<file path="src/rtl/obstacle_pkg.sv">
// Shared widths, payload struct, FSM encoding and select polarity for the obstacle bus reader.
package obstacle_pkg;

    localparam int unsigned POS_W  = 9;
    localparam int unsigned TYPE_W = 3;
    localparam int unsigned BUS_W  = POS_W + TYPE_W;

    // 'type' is a reserved word, so the obstacle type field is named 'kind'.
    typedef struct packed {
        logic [POS_W-1:0]  pos;
        logic [TYPE_W-1:0] kind;
    } obstacle_t;

    typedef enum logic [1:0] {
        IDLE,
        PH1,
        PH2,
        COMMIT
    } state_t;

    localparam logic SEL_OBS1 = 1'b1;

endpackage

</file>
<file path="src/rtl/obstacle_bus_reader_bus_sync2.sv">
// Parameterized-width two-flop synchronizer with asynchronous active-low reset.
module bus_sync2 #(
    parameter int unsigned WIDTH = 1
) (
    input  logic             clk,
    input  logic             rst_n,
    input  logic [WIDTH-1:0] d,
    output logic [WIDTH-1:0] q
);

    logic [WIDTH-1:0] meta;

    always_ff @(posedge clk or negedge rst_n) begin
        if (!rst_n) begin
            meta <= '0;
            q    <= '0;
        end else begin
            meta <= d;
            q    <= meta;
        end
    end

endmodule

</file>
<file path="src/rtl/obstacle_bus_reader.sv">
// Captures both obstacles from the multiplexed generator bus and commits them as one snapshot.
// Optional bus-stability retry checking is enabled by OBSTACLE_READER_STABLE_EN.
module obstacle_bus_reader
    import obstacle_pkg::*;
#(
    parameter int unsigned SETTLE    = 2,
    parameter int unsigned MAX_RETRY = 4
) (
    input  logic       clk,
    input  logic       rst_n,
    input  logic       frame_start,
    input  logic [7:0] bus_lo,
    input  logic [3:0] bus_hi,
    output logic       sel,
    output logic [8:0] obs1_pos,
    output logic [2:0] obs1_type,
    output logic [8:0] obs2_pos,
    output logic [2:0] obs2_type,
    output logic       snap_valid,
    output logic       busy,
    output logic       snap_err
);

`ifdef OBSTACLE_READER_STABLE_EN
    localparam bit STABLE_EN = 1'b1;
`else
    localparam bit STABLE_EN = 1'b0;
`endif

    localparam int unsigned WAIT  = SETTLE + 2;
    localparam int unsigned CNT_W = $clog2(WAIT + 1);
    localparam int unsigned RTY_W = $clog2(MAX_RETRY + 2);

    logic [BUS_W-1:0] sync_raw;
    logic [BUS_W-1:0] sync_bits;
    obstacle_t        sync;
    obstacle_t        sync_prev;

    state_t           state_q, state_d;
    logic [CNT_W-1:0] cnt_q, cnt_d;
    logic [RTY_W-1:0] rty_q, rty_d;
    logic             err_q, err_d;
    obstacle_t        shad1_q, shad1_d;
    obstacle_t        shad2_q, shad2_d;
    obstacle_t        obs1_q, obs1_d;
    obstacle_t        obs2_q, obs2_d;
    logic             sel_q, sel_d;
    logic             busy_q, busy_d;
    logic             valid_q, valid_d;
    logic             serr_q, serr_d;
    logic             expire, unstable, extend;

    // Bus order {pos[8], pos[7:0], type} lines up with obstacle_t packing.
    assign sync_raw = {bus_hi[0], bus_lo, bus_hi[3:1]};

    bus_sync2 #(.WIDTH(BUS_W)) u_sync (
        .clk   (clk),
        .rst_n (rst_n),
        .d     (sync_raw),
        .q     (sync_bits)
    );

    assign sync = obstacle_t'(sync_bits);

    // State and output registers.
    always_ff @(posedge clk or negedge rst_n) begin
        if (!rst_n) begin
            state_q   <= IDLE;
            cnt_q     <= '0;
            rty_q     <= '0;
            err_q     <= 1'b0;
            shad1_q   <= '0;
            shad2_q   <= '0;
            obs1_q    <= '0;
            obs2_q    <= '0;
            sel_q     <= 1'b0;
            busy_q    <= 1'b0;
            valid_q   <= 1'b0;
            serr_q    <= 1'b0;
            sync_prev <= '0;
        end else begin
            state_q   <= state_d;
            cnt_q     <= cnt_d;
            rty_q     <= rty_d;
            err_q     <= err_d;
            shad1_q   <= shad1_d;
            shad2_q   <= shad2_d;
            obs1_q    <= obs1_d;
            obs2_q    <= obs2_d;
            sel_q     <= sel_d;
            busy_q    <= busy_d;
            valid_q   <= valid_d;
            serr_q    <= serr_d;
            sync_prev <= sync;
        end
    end

    // Next-state and next-output logic.
    always_comb begin
        state_d  = state_q;
        cnt_d    = cnt_q;
        rty_d    = rty_q;
        err_d    = err_q;
        shad1_d  = shad1_q;
        shad2_d  = shad2_q;
        obs1_d   = obs1_q;
        obs2_d   = obs2_q;
        sel_d    = sel_q;
        busy_d   = busy_q;
        valid_d  = 1'b0;
        serr_d   = serr_q;
        expire   = (cnt_q == CNT_W'(WAIT - 1));
        unstable = STABLE_EN && (sync != sync_prev);
        extend   = unstable && (rty_q != RTY_W'(MAX_RETRY));

        case (state_q)
            IDLE: begin
                if (frame_start) begin
                    state_d = PH1;
                    sel_d   = SEL_OBS1;
                    busy_d  = 1'b1;
                    cnt_d   = '0;
                    rty_d   = '0;
                    err_d   = 1'b0;
                end
            end
            PH1: begin
                if (!expire) begin
                    cnt_d = cnt_q + CNT_W'(1);
                end else if (extend) begin
                    rty_d = rty_q + RTY_W'(1);
                end else begin
                    shad1_d = sync;
                    sel_d   = ~SEL_OBS1;
                    state_d = PH2;
                    cnt_d   = '0;
                    rty_d   = '0;
                    err_d   = err_q | unstable;
                end
            end
            PH2: begin
                if (!expire) begin
                    cnt_d = cnt_q + CNT_W'(1);
                end else if (extend) begin
                    rty_d = rty_q + RTY_W'(1);
                end else begin
                    shad2_d = sync;
                    state_d = COMMIT;
                    err_d   = err_q | unstable;
                end
            end
            COMMIT: begin
                obs1_d  = shad1_q;
                obs2_d  = shad2_q;
                valid_d = 1'b1;
                busy_d  = 1'b0;
                serr_d  = err_q;
                state_d = IDLE;
            end
            default: state_d = IDLE;
        endcase
    end

    assign sel        = sel_q;
    assign busy       = busy_q;
    assign snap_valid = valid_q;
    assign snap_err   = serr_q;
    assign obs1_pos   = obs1_q.pos;
    assign obs1_type  = obs1_q.kind;
    assign obs2_pos   = obs2_q.pos;
    assign obs2_type  = obs2_q.kind;

endmodule

</file>
<file path="config.mk">
export PLATFORM = sky130hd
export DESIGN_NAME = obstacle_bus_reader
export DESIGN_NICKNAME = d
export VERILOG_FILES = /design/src/rtl/obstacle_pkg.sv /design/src/rtl/obstacle_bus_reader_bus_sync2.sv /design/src/rtl/obstacle_bus_reader.sv
export SDC_FILE = /design/constraint.sdc
export NUM_CORES = 1
export LEC_CHECK = 0
export CAP_MARGIN = 15
export CORE_ASPECT_RATIO = 0.6
export CORE_UTILIZATION = 40
export CTS_BUF_LIST = sky130_fd_sc_hd__clkbuf_16
export DETAILED_ROUTE_END_ITERATION = 7
export GPL_ROUTABILITY_DRIVEN = 1
export SLEW_MARGIN = 40
export SYNTH_ARGS = -nofsm -noshare
export SYNTH_HDL_FRONTEND = slang
export SYNTH_SLANG_ARGS = --single-unit
</file>
<file path="constraint.sdc">
create_clock -name clk -period 1.6 [get_ports clk]
set_input_delay 0.48 -clock clk [delete_from_list [all_inputs] [get_ports clk]]
set_output_delay 0.48 -clock clk [all_outputs]
set_load 0.01 [all_outputs]
</file>
==> impl_metrics.json, run 1 <==
{
  "crit_family": "compound AO/OA/AOI/OAI gates",
  "num_io_pins": 43,
  "grt_max_degree": 30,
  "worstSetupEndpointType": "flop",
  "leakagePower_nw": 1.94,
  "crit_required_ns": 1.79,
  "fin_nets": 254,
  "syn_inst": 173,
  "diodes": 0,
  "dp.cells": 304,
  "utilization_pct": 55.6,
  "avgSynthCellArea_um2": 16.6,
  "postPlaceCellArea_um2": 3460,
  "wl_met2_um": 2660,
  "crit_chain": "inv_1 -> ha_1 -> nor2b_4 -> a2111oi_1 -> a21oi_1",
  "wl_met3_um": 283,
  "vdd_drop_max_mv": 0.693,
  "design_area_um2": 3790,
  "crit_arrival_ns": 1.84,
  "start_util_pct": 42.1,
  "synth-seq-cells": 80,
  "firstDrtPassIters": 6,
  "place_congestion": 0.828,
  "ys_warn_count": 0,
  "topRoutingLayerUsed": "met4",
  "max_stage_delay_ns": 0.47,
  "grt_pass1_vias": 1668,
  "core_um2": 6820,
  "place_ws_ns": -0.170,
  "syn_to_final_growth_pct": 31.9,
  "max_freq_mhz": 607,
  "die_h_um": 67.7,
  "cts-root-buf": "clkbuf_16",
  "clockBufferDepth": 2,
  "holdWs_ns": 0.0774,
  "drc": 11,
  "postRouteAntennaNets": 0,
  "viasPerCell": 4.82,
  "dpl.hpwl_um": 3600,
  "vias": 1557,
  "die_w_um": 111,
  "fillers": 565,
  "num_rows": 23,
  "period_needed_ns": 1.65,
  "synthesis.area_um2": 2870,
  "setup_viol": 1,
  "cp-start-kind": "flop",
  "critPathKind": "flop to flop",
  "hold_viol_final": 0,
  "clkTransAtPathRegs_ns": 0.06,
  "seq_area_frac_synth_pct": 69.7,
  "rsz0062_at_grt": "yes",
  "fin_crit_sh_pct": 103,
  "holdCritPathClass": "primary input to asynchronous set/reset pin",
  "powerDensity_nw_per_um2": 1630,
  "yosys.cell_types.count": 22,
  "htreeDepth": 3,
  "insertion_delay_ns": 0.33,
  "first_iter_violations": 73,
  "slew_viol_final": 0,
  "grtUsageTotal_pct": 16.1,
  "status": "finished with violations",
  "path_buf_inv": 1,
  "cts_tree": "yes",
  "grt_pass1_wl_um": 8660,
  "wirelength_um": 5360,
  "cts_made_buffers": 9,
  "cts_sinks": 80,
  "worstPathMaxFanout": 4,
  "antenna_found_initial": 0,
  "setup_slack_ns": -0.0472,
  "maxCapViolCount": 0,
  "io_buffers": 41,
  "syn_nets": 196,
  "hold_buffers": 0,
  "p_total_mw": 6.17,
  "layout.cells.non_filler": 323,
  "die_area_um2": 7540,
  "cpMaxStageDelayCell": "a2111oi_1",
  "final.setup.tns_ns": -0.0472,
  "wire_per_inst_um": 16.6,
  "violations": "design-rule violations, negative setup slack",
  "met1_length_um": 2380,
  "clock_skew_ns": 0.00474,
  "overflow": 0,
  "drive_gt1_share_pct": 34.7
}
## state kept, by name, summed over array words and instances, names as in the netlist
| name | flops |
|---|---|
| sel | 1 |
| cnt_q | 3 |
| obs1_pos | 9 |
| busy | 1 |
| obs2_pos | 9 |
| shad2_q | 12 |
| u_sync.meta | 12 |
| state_q | 2 |
| obs1_type | 3 |
| snap_valid | 1 |
| shad1_q | 12 |
| obs2_type | 3 |
| u_sync.q | 12 |
## cells by family after synthesis
| logic type | synth area share [%] |
|---|---|
| AOI/OAI and AO/OA | 2.31 |
| adders and majority gates | 3.48 |
| buffers and inverters | 1.87 |
| DFF | 69.7 |
| muxes | 19.9 |
| other | 0.130 |
| and+or+nand+nor | 2.61 |
## cell usage in the layout (no fill, tap or decap), drive strengths merged
cell | netlist | final
o21ai | 6 | 6
o2bb2ai | 1 | 1
dlygate4sd2 | 0 | 27
clkbuf | 0 | 9
clkinv | 0 | 2
nand3b | 2 | 2
mux2 | 50 | 50
clkdlybuf4s50 | 0 | 13
inv | 4 | 5
buf | 6 | 13
a2111oi | 1 | 1
nor2b | 3 | 3
nand2 | 1 | 1
bufinv | 0 | 2
clkinvlp | 0 | 2
nor2 | 1 | 1
nand2b | 3 | 3
dfrtp | 80 | 80
conb | 1 | 1
and2 | 1 | 1
a21oi | 2 | 2
ha | 8 | 8
a22o | 1 | 1
mux2i | 1 | 1
nor4 | 1 | 1
## final cells by class
type                       instances  area, µm²  area share (%)
inverter                           4       15.0           0.396
sequential                        80       2000            52.8
clock inverter                     7       87.6            2.31
multi-input combinational         83        847            22.3
tap                               87        109            2.87
clock buffer                       9        225            5.94
timing repair buffer              53        505            13.3
## path summary, 6_finish.rpt
path | start | endpoint | slack (ns) | cells after the start
setup / recovery | state_q[0] | state_q[0] | -0.05 | 5
hold / removal | rst_n | obs2_pos[3] | 0.08 | 1
setup reg to reg | state_q[0] | state_q[0] | -0.05 | 5
hold reg to reg | u_sync.meta[11] | u_sync.q[11] | 0.35 | 0
max in group asynchronous | rst_n | snap_valid | 0.98 | 2
min in group clk | u_sync.meta[11] | u_sync.q[11] | 0.35 | 0
## Yosys cell counts
master / n / area, µm²
nor4_1: 1 / 6.26
nand2b_1: 3 / 18.8
inv_1: 4 / 15.0
conb_1: 1 / 3.75
nor2b_1: 2 / 12.5
nand2_1: 1 / 3.75
o2bb2ai_1: 1 / 8.76
a21oi_1: 2 / 10.0
buf_4: 1 / 7.51
buf_2: 4 / 20.0
and2_1: 1 / 6.26
nand3b_1: 2 / 15.0
a22o_1: 1 / 8.76
nor2_1: 1 / 3.75
ha_1: 8 / 100
a2111oi_0: 1 / 8.76
mux2i_1: 1 / 10.0
dfrtp_1: 80 / 2000
o21ai_0: 6 / 30.0
nor2b_2: 1 / 8.76
buf_6: 1 / 11.3
mux2_2: 50 / 563
## repair_timing
action | CTS | global route
pin swaps | 0 | 1
buffers inserted | 0 | 3
setup endpoints to repair | 29 | 24
resized for setup | 28 | 8
## power by group
part	total, mW	internal, mW	switching, mW
registers	2.54	2.36	0.184
clock network	2.13	1.35	0.775
logic	1.50	0.769	0.728
total	6.17	4.48	1.69
## per-layer routing
layer / global-route usage (%) / vias up
li1: - / 706
met1: 19.0 / 810
met2: 26.2 / 36
met3: 7.90 / 5
met4: 5.57 / 0
met5: 0 / -
Note: power is estimated with default switching activity, not from simulation.
==> run 2: changes to the inputs <==
--- a/config.mk
+++ b/config.mk
@@ -11,6 +11,7 @@
 export CTS_BUF_LIST = sky130_fd_sc_hd__clkbuf_16
 export DETAILED_ROUTE_END_ITERATION = 7
 export GPL_ROUTABILITY_DRIVEN = 1
+export GPL_TIMING_DRIVEN = 1
 export SLEW_MARGIN = 40
 export SYNTH_ARGS = -nofsm -noshare
 export SYNTH_HDL_FRONTEND = slang
==> results of run 2 <==
No change in the layout: final DEF, timing and power equal those of run 1.
